===== config.mk =====
export PLATFORM = sky130hd
export DESIGN_NAME = ifu_fetch
export DESIGN_NICKNAME = d
export VERILOG_FILES = /design/src/rtl/ifu_fetch.sv
export SDC_FILE = /design/constraint.sdc
export NUM_CORES = 1
export LEC_CHECK = 0
export CAP_MARGIN = 10
export CELL_PAD_IN_SITES_DETAIL_PLACEMENT = 1
export CELL_PAD_IN_SITES_GLOBAL_PLACEMENT = 2
export CORE_MARGIN = 8
export CORE_UTILIZATION = 24
export CTS_CLUSTER_SIZE = 28
export DETAILED_ROUTE_END_ITERATION = 10
export GPL_ROUTABILITY_DRIVEN = 1
export PLACE_DENSITY_LB_ADDON = 0.1
export SYNTH_ARGS = -nofsm -noshare
export SYNTH_HDL_FRONTEND = slang
export SYNTH_SLANG_ARGS = --single-unit
export TNS_END_PERCENT = 100

===== constraint.sdc =====
create_clock -name clk -period 2.2 [get_ports clk]
set_input_delay 0.44 -clock clk [delete_from_list [all_inputs] [get_ports clk]]
set_output_delay 0.44 -clock clk [all_outputs]
set_load 0.01 [all_outputs]

===== src/rtl/ifu_fetch.sv =====
// Instruction fetch stage: one outstanding word request to imem, hands the instruction and its PC to decode.
// Define IFU_PERF_CNT_EN to add the decode-handshake and decode-stall performance counters.
module ifu_fetch #(
   parameter logic [31:0] RESET_PC = 32'h8000_0000,
   parameter logic [31:0] NOP_INST = 32'h0000_0013
) (
   input  logic        clk,
   input  logic        rst,
   output logic        imem_req_valid_o,
   input  logic        imem_req_ready_i,
   output logic [31:0] imem_req_addr_o,
   input  logic        imem_resp_valid_i,
   input  logic [31:0] imem_resp_data_i,
   input  logic        redirect_valid_i,
   input  logic [31:0] redirect_pc_i,
   output logic        ifu_inst_valid_o,
   input  logic        ifu_inst_ready_i,
   output logic [31:0] ifu_inst_o,
   output logic [31:0] ifu_pc_o
`ifdef IFU_PERF_CNT_EN
   ,
   output logic [31:0] perf_fetch_cnt_o,
   output logic [31:0] perf_stall_cnt_o
`endif
);

   localparam logic [1:0] ST_REQ  = 2'd0;
   localparam logic [1:0] ST_WAIT = 2'd1;
   localparam logic [1:0] ST_HOLD = 2'd2;

   logic [1:0]  state_q, state_d;
   logic [31:0] pc_q, pc_d;
   logic        kill_q, kill_d;
   logic [31:0] inst_q, inst_d;
   logic [31:0] inst_pc_q, inst_pc_d;

   logic        req_fire;
   logic        inst_fire;
   logic [31:0] redirect_target;

   // The request is suppressed combinationally while rst is high so nothing leaks out during reset.
   assign imem_req_valid_o = (state_q == ST_REQ) && !rst;
   assign imem_req_addr_o  = {pc_q[31:2], 2'b00};
   assign ifu_inst_valid_o = (state_q == ST_HOLD);
   assign ifu_inst_o       = inst_q;
   assign ifu_pc_o         = inst_pc_q;

   assign req_fire        = imem_req_valid_o && imem_req_ready_i;
   assign inst_fire       = ifu_inst_valid_o && ifu_inst_ready_i;
   assign redirect_target = redirect_pc_i & ~32'h3;

   always_comb begin
      // NOTE: every next-state value gets a default first so this block can never infer a latch.
      state_d   = state_q;
      pc_d      = pc_q;
      kill_d    = kill_q;
      inst_d    = inst_q;
      inst_pc_d = inst_pc_q;

      case (state_q)
         ST_REQ: begin
            if (redirect_valid_i) begin
               pc_d = redirect_target;
               // A request accepted alongside a redirect fetches the old path; its response must die.
               if (req_fire) begin
                  kill_d  = 1'b1;
                  state_d = ST_WAIT;
               end
            end else if (req_fire) begin
               state_d = ST_WAIT;
            end
         end

         ST_WAIT: begin
            if (redirect_valid_i) begin
               pc_d = redirect_target;
               if (imem_resp_valid_i) begin
                  kill_d  = 1'b0;
                  state_d = ST_REQ;
               end else begin
                  kill_d  = 1'b1;
               end
            end else if (imem_resp_valid_i) begin
               if (kill_q) begin
                  kill_d  = 1'b0;
                  state_d = ST_REQ;
               end else begin
                  inst_d    = imem_resp_data_i;
                  inst_pc_d = pc_q;
                  state_d   = ST_HOLD;
               end
            end
         end

         ST_HOLD: begin
            // A redirect wins over pc+4 even when decode takes the instruction in the same cycle.
            if (redirect_valid_i) begin
               pc_d    = redirect_target;
               inst_d  = NOP_INST;
               state_d = ST_REQ;
            end else if (inst_fire) begin
               pc_d    = pc_q + 32'd4;
               inst_d  = NOP_INST;
               state_d = ST_REQ;
            end
         end

         default: begin
            kill_d  = 1'b0;
            inst_d  = NOP_INST;
            state_d = ST_REQ;
         end
      endcase
   end

   always_ff @(posedge clk) begin
      if (rst) begin
         state_q   <= ST_REQ;
         pc_q      <= RESET_PC;
         kill_q    <= 1'b0;
         inst_q    <= NOP_INST;
         inst_pc_q <= RESET_PC;
      end else begin
         // NOTE: sequential state uses non-blocking assignments so every register samples pre-edge values.
         state_q   <= state_d;
         pc_q      <= pc_d;
         kill_q    <= kill_d;
         inst_q    <= inst_d;
         inst_pc_q <= inst_pc_d;
      end
   end

`ifdef IFU_PERF_CNT_EN
   always_ff @(posedge clk) begin
      if (rst) begin
         perf_fetch_cnt_o <= 32'd0;
         perf_stall_cnt_o <= 32'd0;
      end else begin
         if (inst_fire) begin
            perf_fetch_cnt_o <= perf_fetch_cnt_o + 32'd1;
         end
         if (ifu_inst_valid_o && !ifu_inst_ready_i) begin
            perf_stall_cnt_o <= perf_stall_cnt_o + 32'd1;
         end
      end
   end
`endif

endmodule


Word level (Yosys, flattened, before mapping)

Cells that the tools add are included.

Bits in registers: 99
Output and inout port bits: 98

$add $sub $neg: 1
Equal/unequal tests: 10
Mux-type cells: 24
Bitwise operators: 4
Reductions and logical operators: 12

Operators by type and width:

| cell                                                   | count |
|---|---|
| 2-to-1 mux 32 bit                                      | 8 |
| case mux 32 bit (3 select lines)                       | 1 |
| case mux 32 bit (2 select lines)                       | 1 |
| adder 32 x 3 -> 32 bit (second input constant)         | 1 |
| 2-to-1 mux 2 bit                                       | 7 |
| inequality test 2 bit (second input constant)          | 5 |
| AND reduction 4 bit                                    | 2 |
| case mux 2 bit (3 select lines)                        | 1 |
| AND reduction 3 bit                                    | 2 |
| 2-to-1 mux 1 bit                                       | 5 |
| AND reduction 5 bit                                    | 1 |
| NOT 1 bit                                              | 4 |
| logical AND 1 bit                                      | 3 |
| inequality test 3 x 2 -> 1 bit (second input constant) | 1 |
| inequality test 3 bit (second input constant)          | 1 |
| case mux 1 bit (3 select lines)                        | 1 |
| == test 2 x 1 -> 1 bit (second input constant)         | 1 |
| == test 2 bit (second input constant)                  | 1 |
| logical NOT 2 bit                                      | 1 |
| inequality test 2 x 1 -> 1 bit (second input constant) | 1 |
| nonzero test 2 bit                                     | 1 |
| OR reduction 2 bit                                     | 1 |
| logical NOT 1 bit                                      | 1 |

Longest topological paths before layout

Gate-level depths: netlist of run 1.

Depth after elaboration: 6
Depth in mapped cells: 8
Gate-level depth less buffers: 6

Worst setup path before layout of run 1

Ideal clock, no wire load.

Path type: flip-flop to flip-flop
Start: reg pc_q[2]
End: reg pc_q[24]
Setup time: 0.130 ns
Arrival: 1.776 ns
Path slack: 0.294 ns
Cell stages (with the launch flop): 8
Path buffers: 1
Period minus slack after synthesis: 1.906 ns
Cell sequence: dfxtp_1 ha_1 nand3_1 nor4_1 buf_2 nand4_1 mux2i_1 o22ai_1

Cells in the longest elaborated chain, start to end: 4

RTL lines:

| what                             | RTL line | text |
|---|---|---|
| start, declared                  | 32       | `logic [31:0] pc_q, pc_d;` |
| start signal, assigned           | 126      | `pc_q <= pc_d;` |
| adder 32 x 3 -> 32 bit           | 102      | `pc_d = pc_q + 32'd4;` |
| 2-to-1 mux 32 bit                | 101      | `end else if (inst_fire) begin` |
| 2-to-1 mux 32 bit                | 97       | `if (redirect_valid_i) begin` |
| case mux 32 bit (2 select lines) | 60       | `case (state_q)` |

No other way between the ends. The select of a mux whose other input is x is not followed.
A chain may end at the register's enable or synchronous reset.

Worst setup path after layout of run 1

Start: reg state_q[1]
End: out ifu_inst_valid_o

Cells in the longest elaborated chain, start to end: 1

RTL lines:

| what                   | RTL line | text |
|---|---|---|
| start, declared        | 31       | `logic [1:0] state_q, state_d;` |
| start signal, assigned | 125      | `state_q <= state_d;` |
| == test 2 bit          | 44       | `assign ifu_inst_valid_o = (state_q == ST_HOLD);` |
| end, declared          | 16       | `output logic ifu_inst_valid_o,` |

No other way between the ends.

==> results of run 1 <==
## final timing paths
kind                                     start               end  depth (start not counted)
worst min-delay path            ifu_inst_o[31]    ifu_inst_o[31]                          2
worst max register to register      state_q[1]          pc_q[16]                          7
worst max-delay path                state_q[1]  ifu_inst_valid_o                          2
worst min register to register  ifu_inst_o[31]    ifu_inst_o[31]                          2
## cell usage in the layout (no fill, tap or decap), types with 5 or more instances in the layout
| cell type | synthesis | routed |
|---|---|---|
| a21o_1 | 6 | 6 |
| a21oi_1 | 83 | 82 |
| and3_1 | 9 | 9 |
| buf_12 | 0 | 6 |
| buf_4 | 4 | 52 |
| clkbuf_16 | 0 | 9 |
| clkdlybuf4s50_1 | 0 | 160 |
| dfxtp_1 | 95 | 94 |
| mux2i_1 | 8 | 8 |
| nand2_1 | 119 | 119 |
| nand3_1 | 45 | 44 |
| nand4_1 | 5 | 5 |
| nor2_1 | 32 | 32 |
| nor2b_1 | 7 | 6 |
| nor3_1 | 17 | 17 |
| o21ai_0 | 21 | 21 |
| o22ai_1 | 5 | 5 |
| or4_1 | 5 | 5 |
## kinds of logic after synthesis
family                   after synthesis  synth area share (%)
AND/OR/NAND/NOR                      269                  29.2
flip-flops                            95                  42.7
AO/OA/AOI/OAI                        151                  20.2
adder cells (fa/ha/maj)                1                 0.281
other                                  1                0.0842
buffers and inverters                 59                  5.51
multiplexers                           9                  2.05
## cells in the mapped netlist (all sizes together), types with 3 or more instances
cell	instances	share of area [%]
a211oi	4	0.67
a21o	6	1.0
a21oi	83	9.3
a31oi	3	0.42
a32o	4	0.90
and2	5	0.70
and3	9	1.3
buf	16	1.9
clkbuf	39	3.3
dfxtp	95	43
inv	4	0.34
mux2i	8	1.8
nand2	119	10
nand2b	4	0.56
nand3	46	5.3
nand3b	3	0.51
nand4	7	1.5
nor2	32	2.7
nor2b	7	0.98
nor3	18	2.3
nor3b	5	0.96
o21a	3	0.51
o21ai	22	2.5
o21bai	3	0.51
o22ai	5	0.70
o41ai	3	0.59
or4	6	1.1
## state kept, by name, summed over array words and instances (netlist names)
register	flops
ifu_inst_o	32
state_q	2
ifu_pc_o	30
pc_q	30
kill_q	1
## worst max-delay path: cells and delay by family, from the launching register on
family	cells	cell delay, ns
buffers and inverters	1	0.56
DFF	1	0.52
and+or+nand+nor	1	0.18
## per-layer routing
metal,share of wire (%),vias to the layer above,GRT usage [%]
met5,0,-,0
met4,1.9,0,5.57
met3,5.2,21,3.37
met2,45,123,24.0
met1,48,2282,20.5
li1,-,2388,-
## report_power, final
group	total (mW)	internal, mW	switching, mW
sequential	1.82	1.77	0.0536
clock	1.50	0.774	0.725
combinational	0.618	0.327	0.291
## cell type report
class | count | area (sq um) | share of cell area [%]
clock buffers | 10 | 229 | 3.30
multi-input cells | 434 | 2330 | 33.7
repair buffers | 218 | 2110 | 30.5
clock inverters | 6 | 43.8 | 0.632
flip-flops and latches | 95 | 1900 | 27.5
well taps | 234 | 293 | 4.22
inverters | 4 | 15.0 | 0.217
## metrics by stage
stage | setup WS [ns] | TNS (ns) | hold slack [ns] | utilization [%] | area (sq um)
global placement | -0.00872 | -0.0329 | 0.438 | 36.0 | 6650
global route | 0.0467 | 0 | 0.471 | 37.6 | 6930
floorplan | 0.294 | 0 | 0.473 | - | 4460
finish | 0.148 | 0 | 0.453 | 37.6 | 6930
detailed placement | -0.0561 | -0.477 | 0.447 | 36.0 | 6650
CTS | 0.0988 | 0 | 0.457 | 37.5 | 6920
==> impl_metrics.csv, run 1 <==
group,metric,value,unit
status,outcome,"finished clean",
place,gp_congestion,0.763,
cts,cts_tree,"built",
cts,path_clk_slew,0.07,ns
yosys,synth-main-ff-cell,"dfxtp_1",
drt,routedWlPerCell,18.2,um
cts,ctsHoldBuffers,0,
finish,n_antenna_cell,0,
cts,post-cts-setup-buffers,0,
worst_setup_path,arrival,1.61,ns
sta,hold_viol_final,0,
floorplanning,rows,50,
place,dp_cells,985,
worst_setup_path,critPathLaunchType,"flip-flop",
floorplanning,floorplan.initialDensity,24.1,%
worst_setup_path,end_kind,"output port",
worst_setup_path,critPathMaxStageDelay,0.56,ns
drt,vias,4814,
drt,ant_nets,0,
finish,fin_cells,1001,
floorplanning,io_pins,168,
worst_setup_path,cp_slowest_cell,"clkdlybuf4s50_1",
worst_setup_path,crit_required,1.76,ns
yosys,synth-edff-count,0,
finish,finalNetCount,833,
global_routing,grt_pass1_vias,4934,
yosys,seq_area_frac_synth,42.7,%
yosys,async_reset_ff_share,0,%
worst_setup_path,cp_cell_sequence,"nor2b_1 > clkdlybuf4s50_1",
global_routing,grt_pass1_wl,28.7,mm
sta,rsz0062_at_grt,"no",
cts,clk_path_buf_depth,2,
finish,n_fill_cell,2222,
drt,via_per_inst,4.81,
cts,cts_resized,0,
drt,drc,0,
drt,drtPass1Iterations,4,
place,dp_hpwl,13.6,mm
floorplanning,die_x,152,um
worst_setup_path,path_max_fanout,11,
power,max-vdd-ir-drop,0.000367,V
sta,period_share,93.3,%
yosys,synth_area,4450,sq um
global_routing,antenna_found_initial,0,
drt,drt-initial-drc-count,201,
yosys,yosysUniqueCellTypes,58,
yosys,syn-instance-count,585,
hold_path,hp-class,"flip-flop to flip-flop",
cts,clock-sinks,95,
worst_setup_path,timing_worst_setup_path_type,"flip-flop to output port",
place,io_buffer_count,161,
sta,period_needed,2.05,ns
floorplanning,core-area,18500,sq um
power,power.leakage,2.49,nW
yosys,ys_ff_latch,95,
worst_setup_path,r2r_slack,0.25,ns
yosys,synth_warnings,0,
cts,htreeDepth,3,
cts,cts-root-buf,"clkbuf_16",
floorplanning,dieArea,23200,sq um
finish,layout-drive-gt1-share,11.5,%
sta,fmax,487,MHz
cts,numCtsBuffers,9,
global_routing,track_usage,15.4,%
sta,maxSlewViolCount,0,
drt,wl,18.2,mm
finish,area_delta_synth_final,55.6,%
yosys,syn_area_per_cell,7.61,sq um
power,powerDensity,569,nW/um^2
global_routing,grt_max_degree,97,
power,power.total,3.94,mW
flow_run,drv_cap,0,
floorplanning,fp.dieH,152,um
cts,worstSkewPairLatency,0.35,ns
sta,fin_worst_skew,0.0101,ns
sta,setup_viol,0,
global_routing,gr-total-overflow,0,
Note: power is estimated with default switching activity, not from simulation.
==> run 2, diff against run 1 <==
--- a/config.mk
+++ b/config.mk
@@ -8,7 +8,6 @@
 export CAP_MARGIN = 10
 export CELL_PAD_IN_SITES_DETAIL_PLACEMENT = 1
 export CELL_PAD_IN_SITES_GLOBAL_PLACEMENT = 2
-export CORE_MARGIN = 8
 export CORE_UTILIZATION = 24
 export CTS_CLUSTER_SIZE = 28
 export DETAILED_ROUTE_END_ITERATION = 10
==> constraint.sdc (replaced) <==
create_clock -name clk -period 2 [get_ports clk]
set_input_delay 0.4 -clock clk [delete_from_list [all_inputs] [get_ports clk]]
set_output_delay 0.4 -clock clk [all_outputs]
set_load 0.01 [all_outputs]
==> run 2 against run 1 <==
Against the previous run:
- the run now ends with DRC left
- largest power group unchanged
- setup slack worse by 0.051 ns
- routed wire length decreased by 5.0%
- cell count up 0.70%
==> impl_metrics.csv, run 2 (synthesis results as in run 1) <==
group,metric,value,unit
sta,tightest_slew,0.514,ns
power,powerDensity,655,nW/um^2
drt,via_per_inst,4.84,
sta,fmax,526,MHz
global_routing,grt_pass1_vias,4995,
finish,largest_reg_flops,32,
global_routing,track_usage,18.2,%
drt,wl,17.3,mm
sta,period_share,95.1,%
finish,layout-drive-gt1-share,13.9,%
sta,setup_viol,0,
drt,vias,4880,
sta,rsz0062_at_grt,"yes",
worst_setup_path,critPathLaunchType,"flip-flop",
drt,drtPass1Iterations,7,
cts,clock-sinks,95,
cts,cts_tree,"built",
worst_setup_path,critPathMaxStageDelay,0.60,ns
sta,slew_headroom,65.2,%
drt,drc,26,
sta,setup-tns-final,0,ns
worst_setup_path,end_kind,"flip-flop",
worst_setup_path,cp_cell_sequence,"nand4_4 > or4_4 > nor3_4 > buf_4 > nor3_1 > a311oi_1",
floorplanning,die_x,138,um
global_routing,gr-total-overflow,0,
finish,area_delta_synth_final,59.4,%
sta,whs,0.452,ns
finish,layout_common_cells,"clkdlybuf4s50_1, nand2_1, dfxtp_1",
worst_setup_path,cp-startpoint,"pc_q[11]",
worst_setup_path,arrival,2.16,ns
global_routing,grt_max_degree,97,
cts,worstSkewPairLatency,0.35,ns
power,power.total,4.65,mW
cts,cts-root-buf,"clkbuf_16",
drt,routedWlPerCell,17.2,um
worst_setup_path,timing_worst_setup_path_type,"flip-flop to flip-flop",
finish,layout_commonest_cell,"clkdlybuf4s50_1",
worst_setup_path,cp_slowest_cell,"or4_4",
sta,maxSlewViolCount,0,
worst_setup_path,path_max_fanout,8,
flow_run,drv_cap,0,
finish,n_fill_cell,2144,
finish,n_antenna_cell,0,
cts,numCtsBuffers,9,
worst_setup_path,timing.critical_path.max_delay_family,"simple AND/OR/NAND/NOR gates",
worst_setup_path,reg2reg_from,"pc_q[11]",
cts,ctsHoldBuffers,0,
cts,path_clk_slew,0.07,ns
floorplanning,floorplan.initialDensity,24.6,%
global_routing,antenna_found_initial,0,
hold_path,worstHoldStart,"ifu_inst_o[19]",
global_routing,grt_pass1_wl,27.4,mm
cts,clk_path_buf_depth,2,
place,gp_congestion,0.765,
power,max-vdd-ir-drop,0.000477,V
status,outcome,"finished with violations",
floorplanning,core-area,18100,sq um
place,dp_hpwl,12.7,mm
floorplanning,fp.dieH,138,um
worst_setup_path,crit_required,2.25,ns
sta,fin_worst_skew,0.00666,ns
status,violations,"DRC",
worst_setup_path,path_buf_inv,1,
floorplanning,dieArea,19100,sq um
place,io_buffer_count,161,
floorplanning,io_pins,168,
drt,ant_nets,0,
hold_path,hp-class,"flip-flop to flip-flop",
power,power.leakage,2.59,nW
drt,drt-initial-drc-count,187,
finish,finalNetCount,845,
floorplanning,rows,49,
sta,hold_viol_final,0,
sta,period_needed,1.90,ns
cts,htreeDepth,3,
run 2: through the flow:
stage               worst slack (ns)  std cells  area, sq um  util (%)
finish                        0.0974       1008         7100      39.2
global route                 -0.0173       1008         7100      39.2
CTS                           0.0173       1000         7000      38.7
detailed placement            -0.242        984         6670      36.9
global placement              -0.231        984         6670      36.9
floorplan                     0.0940        588         4460         -
run 2: repair_timing:
item	in CTS	in global routing
pin swaps	0	5
setup endpoints to repair	2	13
setup buffers	0	8
resized for setup	3	13
run 2: worst register-to-register path, cell delays in order (launching register included):
cell and delay (ns):
dfxtp_2 0.36, nand4_4 0.17, or4_4 0.60, nor3_4 0.29, buf_4 0.17, nor3_1 0.04
a311oi_1 0.19
run 2: worst paths after layout:
kind | depth (start not counted) | slack (ns) | to
min | 2 | 0.45 | ifu_inst_o[19]
max reg2reg | 6 | 0.1 | pc_q[31]
max | 6 | 0.1 | pc_q[31]
min reg2reg | 2 | 0.45 | ifu_inst_o[19]
run 2: where the power goes:
part           switching (mW)  internal [mW]
sequential             0.0642           1.95
combinational           0.320          0.367
clock                   0.776           1.17
total                    1.16           3.49
run 2: cell type report:
type                            instances  area [sq um]  area share (%)
Sequential cell                        95          1920            27.0
Multi-Input combinational cell        434          2350            33.1
Inverter                                4          15.0           0.212
Clock buffer                           12           256            3.61
Timing Repair Buffer                  230          2200            31.0
Tap cell                              229           287            4.04
Clock inverter                          4          77.6            1.09
run 2: layer usage:
metal,wire [um],track usage (%),vias to the layer above,share of wire [%]
li1,-,-,2413,-
met1,8130,23.1,2330,47
met2,8140,30.8,121,47
met3,776,3.57,16,4.5
met4,279,6.09,0,1.6
met5,0,0,-,0
==> run 3, diff against run 2 <==
--- a/config.mk
+++ b/config.mk
@@ -12,7 +12,9 @@
 export CTS_CLUSTER_SIZE = 28
 export DETAILED_ROUTE_END_ITERATION = 10
 export GPL_ROUTABILITY_DRIVEN = 1
-export PLACE_DENSITY_LB_ADDON = 0.1
+export PLACE_DENSITY = 0.87
+export REMOVE_ABC_BUFFERS = 1
+export SLEW_MARGIN = 20
 export SYNTH_ARGS = -nofsm -noshare
 export SYNTH_HDL_FRONTEND = slang
 export SYNTH_SLANG_ARGS = --single-unit
==> run 3 against run 2 <==
Against the previous run:
- the run still ends with DRC left
- clock power fell by 15%
- sequential cell count did not move
- count of clock-buffer cells in the layout rose by 1
- setup slack improved by 0.016 ns
- power fell by 6.6%
- die area did not move
- largest power group unchanged
- highest routed layer unchanged
==> impl_metrics.csv, run 3 (synthesis results as in run 1) <==
group,metric,value,unit
place,pre_cts_slack,-0.255,ns
finish,layout-drive-gt1-share,11.0,%
finish,fin_area,6930,sq um
place,gp_congestion,0.844,
cts,cts-root-buf,"clkbuf_16",
cts,clock-sinks,95,
drt,vias,4869,
finish,largest_reg_flops,32,
floorplanning,core-area,18100,sq um
worst_setup_path,arrival,1.49,ns
drt,wl,16.9,mm
sta,period_needed,1.89,ns
floorplanning,fp.dieH,138,um
global_routing,busiest_layer,"met2",
sta,fin_worst_skew,0.00738,ns
global_routing,track_usage,17.9,%
status,violations,"DRC",
finish,layout_commonest_cell,"clkdlybuf4s50_1",
sta,fmax,530,MHz
global_routing,use_met3,4.71,%
power,powerDensity,626,nW/um^2
cts,cts_tree,"built",
finish,n_antenna_cell,0,
drt,drt-initial-drc-count,277,
cts,path_clk_slew,0.07,ns
floorplanning,die_x,138,um
floorplanning,rows,49,
global_routing,gr-usage-met1,21.1,%
drt,routedWlPerCell,17.0,um
sta,hold_viol_final,0,
finish,final-seq-area,1910,sq um
status,outcome,"finished with violations",
global_routing,gr-total-overflow,0,
drt,via_per_inst,4.91,
cts,numCtsBuffers,9,
cts,htreeDepth,3,
sta,setup_ws,0.113,ns
global_routing,grt_max_degree,73,
cts,ctsHoldBuffers,0,
drt,ant_nets,0,
cts,clk_path_buf_depth,2,
place,dp_hpwl,12.3,mm
floorplanning,floorplan.initialDensity,24.6,%
worst_setup_path,crit_required,1.60,ns
worst_setup_path,critPathLaunchType,"flip-flop",
drt,drtPass1Iterations,8,
finish,multi_input_area,2330,sq um
hold_path,hp-class,"flip-flop to flip-flop",
place,io_buffer_count,161,
sta,maxSlewViolCount,0,
global_routing,grt_use_met2,32.3,%
flow_run,drv_cap,0,
power,power.total,4.34,mW
place,place_area,6650,sq um
finish,area_delta_synth_final,55.6,%
sta,period_share,94.3,%
worst_setup_path,end_kind,"output port",
finish,finalNetCount,828,
finish,fin_util,38.3,%
floorplanning,io_pins,168,
cts,post-cts-setup-buffers,0,
sta,rsz0062_at_grt,"no",
finish,n_fill_cell,2133,
global_routing,grt_pass1_vias,5147,
worst_setup_path,timing_worst_setup_path_type,"flip-flop to output port",
drt,drc,40,
power,power.leakage,2.49,nW
power,max-vdd-ir-drop,0.000411,V
sta,setup_viol,0,
finish,layout_common_cells,"clkdlybuf4s50_1, nand2_1, dfxtp_1",
global_routing,antenna_found_initial,0,
global_routing,grt_pass1_wl,27.5,mm
floorplanning,dieArea,19100,sq um
worst_setup_path,path_max_fanout,7,
cts,worstSkewPairLatency,0.35,ns
run 3: cell count changes in the layout (fill, tap and decap cells not counted), moves of 2 or more:
cell,previous run,this run
dfxtp_2,9,3
dfxtp_1,85,92
clkinv_2,0,2
buf_12,6,9
bufinv_16,2,0
buf_4,64,44
clkinv_4,2,0
run 3: repair_timing:
| action | 4_1_cts | 5_1_grt |
|---|---|---|
| gates resized for setup | 1 | 5 |
| endpoints found under the setup margin | 1 | 6 |
| hold endpoints to repair | 0 | 0 |
run 3: layer usage:
layer | up-vias | wire, um
met1 | 2333 | 7410
met4 | 0 | 163
li1 | 2383 | -
met5 | - | 0
met2 | 141 | 8370
met3 | 12 | 937
run 3: through the flow:
step                      TNS (ns)  hold slack (ns)  cells
after floorplan             -33.57            0.463    533
after global placement       -4.70            0.439    975
after detailed placement    -13.21            0.449    975
after CTS                        0            0.458    991
after global routing             0            0.474    991
final                            0            0.454    991
run 3: critical path, stage by stage (launching register included):
cell             delay [ns]
dfxtp_1                0.44
nor2b_1                0.16
clkdlybuf4s50_1        0.54
run 3: final timing paths:
path / slack, ns / to / start / depth (start not counted)
worst max-delay path: 0.11 / ifu_inst_valid_o / state_q[1] / 2
worst min-delay path: 0.45 / ifu_inst_o[5] / ifu_inst_o[5] / 2
worst max register to register: 0.13 / pc_q[15] / pc_q[8] / 4
worst min register to register: 0.45 / ifu_inst_o[5] / ifu_inst_o[5] / 2
run 3: where the power goes:
| group | internal [mW] | leakage (nW) | total (mW) | switching [mW] |
|---|---|---|---|---|
| combinational | 0.362 | 1.59 | 0.681 | 0.319 |
| clock | 0.909 | 0.136 | 1.65 | 0.742 |
| sequential | 1.95 | 0.774 | 2.01 | 0.0576 |
run 3: layout make-up:
cell class | instances | area share, %
Sequential cell | 95 | 27.5
Inverter | 4 | 0.217
Timing Repair Buffer | 213 | 30.5
Clock inverter | 3 | 0.253
Tap cell | 229 | 4.14
Clock buffer | 13 | 3.76
Multi-Input combinational cell | 434 | 33.7
